$ cat config.mk
export PLATFORM = sky130hd
export DESIGN_NAME = pc_fetch_unit
export DESIGN_NICKNAME = d
export VERILOG_FILES = /design/src/rtl/pc_fetch_unit_pkg.sv /design/src/rtl/pc_fetch_unit_next_pc_sel.sv /design/src/rtl/pc_fetch_unit.sv
export SDC_FILE = /design/constraint.sdc
export NUM_CORES = 1
export LEC_CHECK = 0
export ABC_AREA = 1
export ABC_CLOCK_PERIOD_IN_PS = 4700
export BUFFER_PORTS_ARGS = -buffer_cell sky130_fd_sc_hd__buf_2
export CAP_MARGIN = 5
export CORE_MARGIN = 2
export CORE_UTILIZATION = 54
export DETAILED_ROUTE_END_ITERATION = 16
export GPL_TIMING_DRIVEN = 0
export PLACE_DENSITY = 0.78
export SETUP_SLACK_MARGIN = 0.4
export SYNTH_ARGS = -nofsm -noshare
export SYNTH_HDL_FRONTEND = slang
export SYNTH_HIERARCHICAL = 1
export SYNTH_SLANG_ARGS = --single-unit
$ cat constraint.sdc
create_clock -name clk -period 4.7 [get_ports clk]
set_clock_uncertainty 0.05 [all_clocks]
set_input_delay 0.47 -clock clk [delete_from_list [all_inputs] [get_ports clk]]
set_output_delay 0.47 -clock clk [all_outputs]
set_load 0.1 [all_outputs]
$ cat src/rtl/pc_fetch_unit_pkg.sv
// ============================================================================
// Module      : pc_fetch_unit_pkg
// Description : Shared defaults, next-PC select encodings and helpers for the
//               PC fetch unit.
// Revision    : 1.0  initial release
// ============================================================================
`default_nettype none

package pc_fetch_unit_pkg;

  localparam logic [31:0] c_RESET_PC_DEFAULT  = 32'h0000_0000;
  localparam int unsigned c_MEM_WORDS_DEFAULT = 100;

  typedef enum logic [1:0] {
    NPC_SEQ = 2'd0,
    NPC_BR  = 2'd1,
    NPC_J   = 2'd2,
    NPC_JR  = 2'd3
  } npc_sel_e;

  // Word offset -> sign-extended byte offset.
  function automatic logic [31:0] branch_offset(input logic [15:0] imm);
    return {{14{imm[15]}}, imm, 2'b00};
  endfunction

endpackage

`default_nettype wire

$ cat src/rtl/pc_fetch_unit_next_pc_sel.sv
// ============================================================================
// Module      : pc_fetch_unit_next_pc_sel
// Description : Combinational successor-PC selection: priority encode of the
//               select inputs, target computation and jr alignment flag.
// Revision    : 1.0  initial release
// ============================================================================
`default_nettype none

module pc_fetch_unit_next_pc_sel
  import pc_fetch_unit_pkg::*;
(
  input  logic [31:0] i_pc,
  input  logic        i_branch_taken,
  input  logic        i_jump,
  input  logic        i_jump_reg,
  input  logic [15:0] i_imm,
  input  logic [25:0] i_target,
  input  logic [31:0] i_reg_data,
  output logic [31:0] o_pc_plus4,
  output logic [31:0] o_next_pc,
  output npc_sel_e    o_sel,
  output logic        o_misalign
);

  logic [31:0] w_pc_plus4;

  assign w_pc_plus4 = i_pc + 32'd4;
  assign o_pc_plus4 = w_pc_plus4;

  // Raw alignment of the register operand; the caller qualifies it with the jr select.
  assign o_misalign = |i_reg_data[1:0];

  always_comb begin
    o_sel     = NPC_SEQ;
    o_next_pc = w_pc_plus4;
    if (i_jump_reg) begin
      o_sel     = NPC_JR;
      o_next_pc = i_reg_data;
    end else if (i_jump) begin
      o_sel     = NPC_J;
      o_next_pc = {w_pc_plus4[31:28], i_target, 2'b00};
    end else if (i_branch_taken) begin
      o_sel     = NPC_BR;
      o_next_pc = w_pc_plus4 + branch_offset(i_imm);
    end
  end

endmodule

`default_nettype wire

$ cat src/rtl/pc_fetch_unit.sv
// ============================================================================
// Module      : pc_fetch_unit
// Description : Program counter, halt/fault detection and retired-instruction
//               counter feeding instruction memory.
// Revision    : 1.0  initial release
// ============================================================================
`default_nettype none

module pc_fetch_unit
  import pc_fetch_unit_pkg::*;
#(
  parameter logic [31:0] RESET_PC    = c_RESET_PC_DEFAULT,
  parameter int unsigned MEM_WORDS   = c_MEM_WORDS_DEFAULT,
  parameter int          COUNT_WIDTH = 32
) (
  input  logic                   clk,
  input  logic                   reset,
  input  logic                   stall,
  input  logic                   branch_taken,
  input  logic                   jump,
  input  logic                   jump_reg,
  input  logic [15:0]            imm,
  input  logic [25:0]            target,
  input  logic [31:0]            reg_data,
  output logic [31:0]            pc,
  output logic [31:0]            fetch_addr,
  output logic [31:0]            pc_plus4,
  output logic                   halted,
  output logic                   fault,
  output logic [COUNT_WIDTH-1:0] instr_count
);

  localparam logic [29:0] c_MEM_LIMIT = 30'(MEM_WORDS);

  logic [31:0]            r_pc;
  logic                   r_halted;
  logic                   r_fault;
  logic [COUNT_WIDTH-1:0] r_count;

  logic [31:0] w_pc_plus4;
  logic [31:0] w_next_pc;
  npc_sel_e    w_sel;
  logic        w_misalign;
  logic        w_jr_fault;
  logic        w_out_of_range;

  pc_fetch_unit_next_pc_sel u_next_pc_sel (
    .i_pc           (r_pc),
    .i_branch_taken (branch_taken),
    .i_jump         (jump),
    .i_jump_reg     (jump_reg),
    .i_imm          (imm),
    .i_target       (target),
    .i_reg_data     (reg_data),
    .o_pc_plus4     (w_pc_plus4),
    .o_next_pc      (w_next_pc),
    .o_sel          (w_sel),
    .o_misalign     (w_misalign)
  );

  // A misaligned jr is checked first so it reports a fault even if also out of range.
  assign w_jr_fault     = (w_sel == NPC_JR) && w_misalign;
  assign w_out_of_range = (w_next_pc[31:2] >= c_MEM_LIMIT);

  always_ff @(posedge clk) begin
    if (reset) begin
      r_pc     <= RESET_PC;
      r_halted <= 1'b0;
      r_fault  <= 1'b0;
      r_count  <= '0;
    end else if (!r_halted && !stall) begin
      if (w_jr_fault) begin
        r_halted <= 1'b1;
        r_fault  <= 1'b1;
      end else if (w_out_of_range) begin
        r_halted <= 1'b1;
      end else begin
        r_pc    <= w_next_pc;
        r_count <= r_count + COUNT_WIDTH'(1);
      end
    end
  end

  assign pc          = r_pc;
  assign fetch_addr  = {2'b00, r_pc[31:2]};
  assign pc_plus4    = w_pc_plus4;
  assign halted      = r_halted;
  assign fault       = r_fault;
  assign instr_count = r_count;

endmodule

`default_nettype wire

Word level (Yosys, flattened, before mapping)
Index checks and enable logic that the tools add are counted.
{"block": "word_totals", "reg_bits": 66, "in_bits": 80, "output_inout_bits": 130, "elab_cells": 28}
{"block": "classes", "add_sub_neg": 3, "order_cmp": 1, "eq_ne": 1, "mux": 8, "bitwise": 2, "n_reduce_logical": 9}
{"op": "$mux W32", "n": 3}
{"op": "$add A32 B1 Y32 const B", "n": 1}
{"op": "$add A32 B3 Y32 const B", "n": 1}
{"op": "$add A32 B32 Y32", "n": 1}
{"op": "$ge A30 B7 Y1 const B", "n": 1}
{"op": "$mux W2", "n": 2}
{"op": "$reduce_and A2 Y1", "n": 2}
{"op": "$mux W1", "n": 3}
{"op": "$reduce_and A3 Y1", "n": 1}
{"op": "$eq A2 B2 Y1 const B", "n": 1}
{"op": "$logic_and A1 B1 Y1", "n": 2}
{"op": "$logic_not A1 Y1", "n": 2}
{"op": "$not A1 Y1", "n": 2}
{"op": "$reduce_bool A2 Y1", "n": 1}
{"op": "$reduce_or A2 Y1", "n": 1}

Depth between registers and ports, before layout
Gate-level depths: netlist of the first run.
{"block": "logic_depth", "word_depth": 8, "mapped_depth": 30, "depth_no_buf": 29}

By module
The synthesis of the first run kept the hierarchy.
{"module": "pc_fetch_unit_next_pc_sel", "instances": 1, "cells_each": 820, "area_each_um2": 3942.5, "seq_area_each_um2": 0.0}
{"module": "pc_fetch_unit", "instances": 1, "cells_each": 543, "area_each_um2": 3495.9, "seq_area_each_um2": 1321.3}

Least setup slack after synthesis of the first run
Ideal clock, no wire load.
{"block": "synth_path", "path_kind": "register -> register", "start": "reg r_pc[8], in the netlist pc[8]", "end": "reg r_pc[4], in the netlist pc[4]", "setup_time_ns": 0.065, "arrival_ns": 5.604, "required_ns": 4.585, "path_slack_ns": -1.019, "stages_incl_launch_ff": 24, "path_buffers": 1, "period_less_slack_ns": 5.719, "cell_sequence": "dfxtp_1 -> nand2_1 -> nor2_1 -> nand2_1 -> nor2_2 -> xor2_1 -> ha_1 -> nand2_1 -> nand2_1 -> nand2_1 -> nand2_1 -> a21oi_1 -> nand2_1 -> or2_2 -> a31oi_1 -> nor2_1 -> nor2_1 -> nand2_1 -> nor2_2 -> nand3_2 -> nor3_4 -> buf_6 -> nor2_1 -> nor2_1"}
{"block": "synth_via", "elab_chain_len": 8}
{"element": "start, declared", "line_no": "pc_fetch_unit.sv:35", "source": "logic [31:0] r_pc;"}
{"element": "start signal, assigned", "line_no": "pc_fetch_unit.sv:78", "source": "r_pc <= w_next_pc;"}
{"element": "$add A32 B3 Y32", "line_no": "pc_fetch_unit_next_pc_sel.sv:27", "source": "assign w_pc_plus4 = i_pc + 32'd4;"}
{"element": "via pc_plus4[12]", "line_no": "pc_fetch_unit.sv:27", "source": "output logic [31:0] pc_plus4,"}
{"element": "$add A32 B32 Y32", "line_no": "pc_fetch_unit_next_pc_sel.sv:44", "source": "o_next_pc = w_pc_plus4 + branch_offset(i_imm);"}
{"element": "$mux W32", "line_no": "pc_fetch_unit_next_pc_sel.sv:42", "source": "end else if (i_branch_taken) begin"}
{"element": "$mux W32", "line_no": "pc_fetch_unit_next_pc_sel.sv:39", "source": "end else if (i_jump) begin"}
{"element": "$mux W32", "line_no": "pc_fetch_unit_next_pc_sel.sv:36", "source": "if (i_jump_reg) begin"}
{"element": "via w_next_pc[15]", "line_no": "pc_fetch_unit.sv:41", "source": "logic [31:0] w_next_pc;"}
{"element": "$ge A30 B7 Y1", "line_no": "pc_fetch_unit.sv:63", "source": "assign w_out_of_range = (w_next_pc[31:2] >= c_MEM_LIMIT);"}
{"element": "$not A1 Y1 (no line)"}
{"element": "$reduce_and A3 Y1 (no line)"}
The timed path passes the listed nets, and every way through them passes these cells.
A chain may end at the register's enable or synchronous reset.

Worst setup path in the final report of the first run
{"block": "layout_path", "start": "reg r_pc[10], in the netlist pc[10]", "end": "reg r_pc[6], in the netlist pc[6]"}
{"block": "layout_via", "elab_chain_len": 8}
{"element": "$add A32 B3 Y32 *", "line_no": "pc_fetch_unit_next_pc_sel.sv:27"}
{"element": "$add A32 B32 Y32", "line_no": "pc_fetch_unit_next_pc_sel.sv:44"}
{"element": "$mux W32 *", "line_no": "pc_fetch_unit_next_pc_sel.sv:42"}
{"element": "$mux W32 *", "line_no": "pc_fetch_unit_next_pc_sel.sv:39"}
{"element": "$mux W32 *", "line_no": "pc_fetch_unit_next_pc_sel.sv:36"}
{"element": "via w_next_pc[14]", "line_no": "pc_fetch_unit.sv:41"}
{"element": "$ge A30 B7 Y1 *", "line_no": "pc_fetch_unit.sv:63"}
{"element": "$not A1 Y1 (no line) *"}
{"element": "$reduce_and A3 Y1 (no line) *"}
The timed path passes the listed nets; every way through them passes the cells marked *.

==> results of run 1 <==
## synthesized netlist by cell type (all sizes together)
cell | number | area [um2]
xor2 | 16 | 140.1
o211ai | 2 | 15.01
nor3 | 5 | 41.29
nor2 | 221 | 872.1
ha | 37 | 462.9
a22o | 1 | 8.760
nand3 | 93 | 480.5
dfxtp | 66 | 1321
nand4 | 13 | 87.58
o22a | 2 | 17.52
conb | 1 | 3.750
and2 | 7 | 43.79
inv | 168 | 630.6
nand3b | 19 | 142.6
a21oi | 93 | 469.2
xnor2 | 10 | 87.58
or2 | 7 | 43.79
buf | 40 | 297.8
o21a | 2 | 15.01
clkbuf | 23 | 86.33
a21o | 3 | 22.52
a31oi | 7 | 43.79
clkinv | 2 | 7.510
fa | 1 | 20.02
o21bai | 6 | 45.04
a22oi | 6 | 45.04
nand2 | 471 | 1778
o21ai | 40 | 200.2
a31o | 1 | 8.760
## final cells by class
class                           instances  area, um2
Antenna cell                            1      2.502
Buffer                                 63      439.2
Clock buffer                            9      225.2
Clock inverter                          7      82.58
Fill cell                            1127       3334
Inverter                              170      653.1
Multi-Input combinational cell       1065       5776
Sequential cell                        66       1373
Tap cell                              176      220.2
Timing Repair Buffer                  232       1242
## metal layers
layer | track usage (%) | wire, um | vias to the layer above
met3 | 6.485 | 3591 | 106
met2 | 59.83 | 13530 | 708
met1 | 54.73 | 12520 | 4517
met4 | 14.30 | 1315 | 0
met5 | 0 | 0 | -
li1 | - | - | 4759
## path summary, 6_finish.rpt
check,endpoint,slack [ps],depth (start not counted)
max,pc[6],440,22
min,halted,380,4
min reg2reg,pc[18],440,2
max reg2reg,pc[6],440,22
## state kept, by name, indices dropped and copies added (netlist names)
signal,count
instr_count,32
halted,1
pc,32
fault,1
## cells by family after synthesis
group / after synthesis / synth area share, %
AOI/OAI and AO/OA: 163 / 11.98
other: 1 / 0.05041
xor gates and xnor gates: 26 / 3.061
buffers and inverters: 233 / 13.74
and+or+nand+nor: 836 / 46.91
adders and majority gates: 38 / 6.493
DFF: 66 / 17.76
## worst register-to-register path, delay by kind of cell (launching register included)
kind,cells,cell delay [ps]
AO/OA/AOI/OAI,4,1020
XOR/XNOR,1,200
buffers and inverters,3,500
AND/OR/NAND/NOR,13,1690
flip-flops,1,390
adder cells (fa/ha/maj),1,290
## timing repair
| item | CTS | global route |
|---|---|---|
| gates resized for setup | 12 | 115 |
| endpoints found under the hold margin | 0 | 0 |
| setup endpoints to repair | 64 | 65 |
| buffers inserted | 9 | 17 |
| pin swaps | 2 | 30 |
## stage by stage
stage               power (uW)  worst slack, ps  instances
floorplan                717.9            5.957       1364
global placement         804.1           -13.62       1746
detailed placement       804.8            3.249       1746
CTS                       1504            401.0       1771
global route              1585            217.6       1789
finish                    1542            435.1       1789
## power by group through the flow
stage	clock network (uW)	logic (uW)	registers (uW)
floorplan	0	137	581
global placement	0	231	573
detailed placement	0	232	573
CTS	709	234	561
global route	745	284	556
finish	721	265	556
==> impl_metrics.ini, run 1 <==
[floorplanning]
core_mm2 = 0.01335
pin_count = 210
die_h_um = 121.4
die_w_um = 121.4
dieArea_mm2 = 0.01473
start_util_pct = 55.73
num_rows = 42

[critical_path]
cp-end-kind = register
critPathMostFrequentCell = nand2_1
crit_family = simple AND/OR/NAND/NOR gates
cp-startpoint = pc[10]
path_buf_inv = 3
crit_slowest_cell = o21ai_0
required_ps = 4870
cp_slowest_stage_delay_ps = 400
cp_max_fo = 10
crit_chain = nand2_2, nor2_2, nand2_1, nor2_4, xor2_2, clkinvlp_4, ha_4, nand2_1, inv_1, a21oi_2, nand3_1, o21ai_0, a31oi_1, nor2_1, nand2_1, nor2_2, nand2_2, nor2_4, nand3_4, clkbuf_8, o21ai_0, nor2_1
start_kind = register
worstPathArrival_ps = 4430
rr_startpoint = pc[10]
crit_type = register to register

[timing]
holdWs_ps = 377.7
setup_viol = 0
maxSlewHeadroom_pct = 52.34
timing.final.crit_share_pct = 90.74
report.final.slew_viol_count = 0
rsz0062_at_grt = yes
finalHoldViolCount = 0
fmax_mhz = 234.5
worst-slew-pin-transition_ps = 714.9
fin_crit_ps = 4265
fin_setup_tns_ps = 0

[pwr]
p_seq_share_pct = 36.1
power_density_mw_per_mm2 = 154.0
p_comb_share_pct = 17.2
p_sw_share_pct = 30.91
leakage_uw = 0.005130
vdd_ir_drop_max_mv = 0.2736
p_clk_share_pct = 46.8
internal_power_uw = 1065
p_switching_uw = 476.6

[synthesis]
ys_ff_latch = 66
synth_cell_types = 42
synth.yosys.warnings = 6
netlist_instances = 1363
netlist_area_mm2 = 0.007438
avgSynthCellArea_um2 = 5.457
ys_seq_area_share_pct = 17.76

[clock_network]
clk_path_buf_depth = 2
cts_root_buf = clkbuf_16
cts_htree_levels = 3
clk_pin_slew_ps = 60
cts_tree = done
cts_made_buffers = 9
clock-sinks = 66
clock_latency_ps = 340
cts-hold-fix-buffers = 0

[place]
dp.final_hpwl_um = 23250
globalplace.congestion = 1.098
io_buffer_count = 206
post_dp_cell_area_mm2 = 0.008984

[global_routing]
grt_use_total_pct = 38.97
grt_first_pass_wirelength_um = 44420
antenna_found_initial = 1
grt_pass1_vias = 8561
grt_overflow = 0
grt_max_degree = 22

[detailed_routing]
drt-initial-drc-count = 1284
drc = 0
ant_nets = 0
vias = 10090
wl_per_cell_um = 17.30
finalWirelength_um = 30950
drt_pass1_iterations = 6
viasPerCell = 5.640

[final_layout]
finalInstanceArea_mm2 = 0.01001
final_common_cell = nand2_1
final_core_util_pct = 75.02
area_growth_pct = 34.62
nets = 1725
drive_gt1_share_pct = 29.40
mostFrequentLayoutCells = nand2_1, buf_2, nor2_1

[min_path]
min_from = stall
hold_class = primary input to register

[status]
outcome = complete, no violations

[flow_run]
maxCapViolations = 0
Power figures use the tool's default switching activity.
==> inputs of run 2 (changes only) <==
--- a/config.mk
+++ b/config.mk
@@ -6,7 +6,7 @@
 export NUM_CORES = 1
 export LEC_CHECK = 0
 export ABC_AREA = 1
-export ABC_CLOCK_PERIOD_IN_PS = 4700
+export ABC_CLOCK_PERIOD_IN_PS = 4400
 export BUFFER_PORTS_ARGS = -buffer_cell sky130_fd_sc_hd__buf_2
 export CAP_MARGIN = 5
 export CORE_MARGIN = 2
==> constraint.sdc (replaced) <==
create_clock -name clk -period 4.4 [get_ports clk]
set_clock_uncertainty 0.05 [all_clocks]
set_input_delay 0.44 -clock clk [delete_from_list [all_inputs] [get_ports clk]]
set_output_delay 0.44 -clock clk [all_outputs]
set_load 0.1 [all_outputs]
==> impl_metrics.ini, run 2 (synthesis gave the netlist of run 1 again) <==
[status]
outcome = complete, no violations

[timing]
fmax_mhz = 236.1
maxSlewHeadroom_pct = 43.00
setup_viol = 0
report.final.slew_viol_count = 0
timing.final.crit_share_pct = 96.25
worst-slew-pin-transition_ps = 855.0
rsz0062_at_grt = yes
finalHoldViolCount = 0
fin_crit_ps = 4235
setup_slack_ps = 164.9

[clock_network]
cts_htree_levels = 3
clk_pin_slew_ps = 70
clk_path_buf_depth = 2
cts_tree = done
cts_made_buffers = 9
clock-sinks = 66
cts_root_buf = clkbuf_16
clock_latency_ps = 350

[floorplanning]
num_rows = 42
die_w_um = 121.4
dieArea_mm2 = 0.01473
die_h_um = 121.4
start_util_pct = 55.73
core_mm2 = 0.01335
pin_count = 210

[detailed_routing]
drt-initial-drc-count = 1954
wl_per_cell_um = 20.44
finalWirelength_um = 37080
drc = 0
vias = 11160
drt_pass1_iterations = 7
viasPerCell = 6.153
ant_nets = 0

[critical_path]
cp-end-kind = register
crit_type = register to register
cp_max_fo = 10
r2r_slack_ps = 160
required_ps = 4570
start_kind = register
worstPathArrival_ps = 4410

[place]
post_dp_cell_area_mm2 = 0.008984
dpl.cell_count = 1746
dp.final_hpwl_um = 23250
io_buffer_count = 206
globalplace.congestion = 1.098
pre_cts_ws_ps = -296.8

[final_layout]
drive_gt1_share_pct = 34.82
fillers = 943
fin_cells = 1814
final_common_cell = nand2_1
mostFrequentLayoutCells = nand2_1, buf_2, nor2_1
area_growth_pct = 44.64
finalInstanceArea_mm2 = 0.01076
nets = 1750

[min_path]
hold_class = primary input to register

[global_routing]
antenna_found_initial = 0
grt_pass1_vias = 8889
grt_use_total_pct = 40.75
grt_first_pass_wirelength_um = 46610
grt_overflow = 0
grt_max_degree = 22

[pwr]
p_total_uw = 1681
power_density_mw_per_mm2 = 156.2
vdd_ir_drop_max_mv = 0.3810
leakage_uw = 0.005380

[flow_run]
maxCapViolations = 0
==> run 2: cell types whose count changed in the layout (fill, tap and decap cells not counted), moves of 5 or more <==
cell     before  now
nor2_2       26   31
o21ai_2       1    6
dfxtp_2      14    9
nor2_4       16   23
buf_4        60   74
buf_12        1    6
dfxtp_4       9   14
nor2_1      179  167
nand2_1     430  396
ha_4         12   21
a21oi_1      81   76
ha_1         22   14
o21ai_0      36   28
nand2_2      36   65
==> run 2: report_power, final <==
group | switching (uW) | total [uW] | internal, uW
sequential | 1.54 | 591 | 590
combinational | 204 | 310 | 106
clock | 330 | 780 | 450
==> run 2: through the flow <==
| stage | setup TNS (ps) | hold slack (ps) | utilization, % |
|---|---|---|---|
| after floorplan | -16030 | 562.4 | - |
| after global placement | -8089 | 417.4 | 67.30 |
| after detailed placement | -8604 | 421.5 | 67.30 |
| after CTS | 0 | 351.6 | 73.25 |
| after global routing | 0 | 368.1 | 80.59 |
| final | 0 | 364.0 | 80.61 |
==> run 2: final timing paths <==
kind / startpoint / endpoint / cells after the start
worst max-delay path: pc[6] / pc[5] / 26
worst min-delay path: reset / pc[0] / 4
worst max register to register: pc[6] / pc[5] / 26
worst min register to register: pc[13] / pc[13] / 2
==> run 2: timing repair <==
action                                  CTS  global route
endpoints found under the setup margin   65            65
buffers inserted                         19            28
gates resized for setup                  82           170
pin swaps                                12            50
endpoints found under the hold margin     0             0
gates cloned                              0             4
hold buffers                              0             0
==> run 2: layer usage <==
layer,global-route usage [%],up-vias,routed length (um)
met5,0,-,0
met4,15.23,0,2692
met3,6.109,293,5614
met2,63.41,1099,15880
met1,56.83,4981,12890
li1,-,4789,-
==> run 2: cell type report <==
cell class	instances	area, um2	area share (%)
inverters	170	655.6	6.094
diodes	1	2.502	0.02326
clock inverters	7	82.58	0.7675
flip-flops and latches	66	1385	12.87
plain buffers	63	475.5	4.419
well taps	176	220.2	2.047
repair buffers	257	1531	14.23
multi-input cells	1065	6181	57.45
clock buffers	9	225.2	2.093
==> run 2: critical path, cell delays in order, from the launching register on <==
cell	delay [ps]
dfxtp_4	370
nand2_2	130
nor2_4	210
nand2_2	100
nor2_4	160
xor2_2	200
clkinvlp_4	230
buf_6	180
ha_4	260
nand2_4	90
inv_2	30
nand2_1	60
nand2_2	70
a21oi_2	130
nand2_2	130
or2_4	260
a31oi_4	190
nor2_1	70
nor2_1	80
nand2_1	90
nor2_4	130
nand2_2	80
nor2_4	130
nand3_4	120
clkbuf_8	220
o21ai_2	210
nor2_1	120
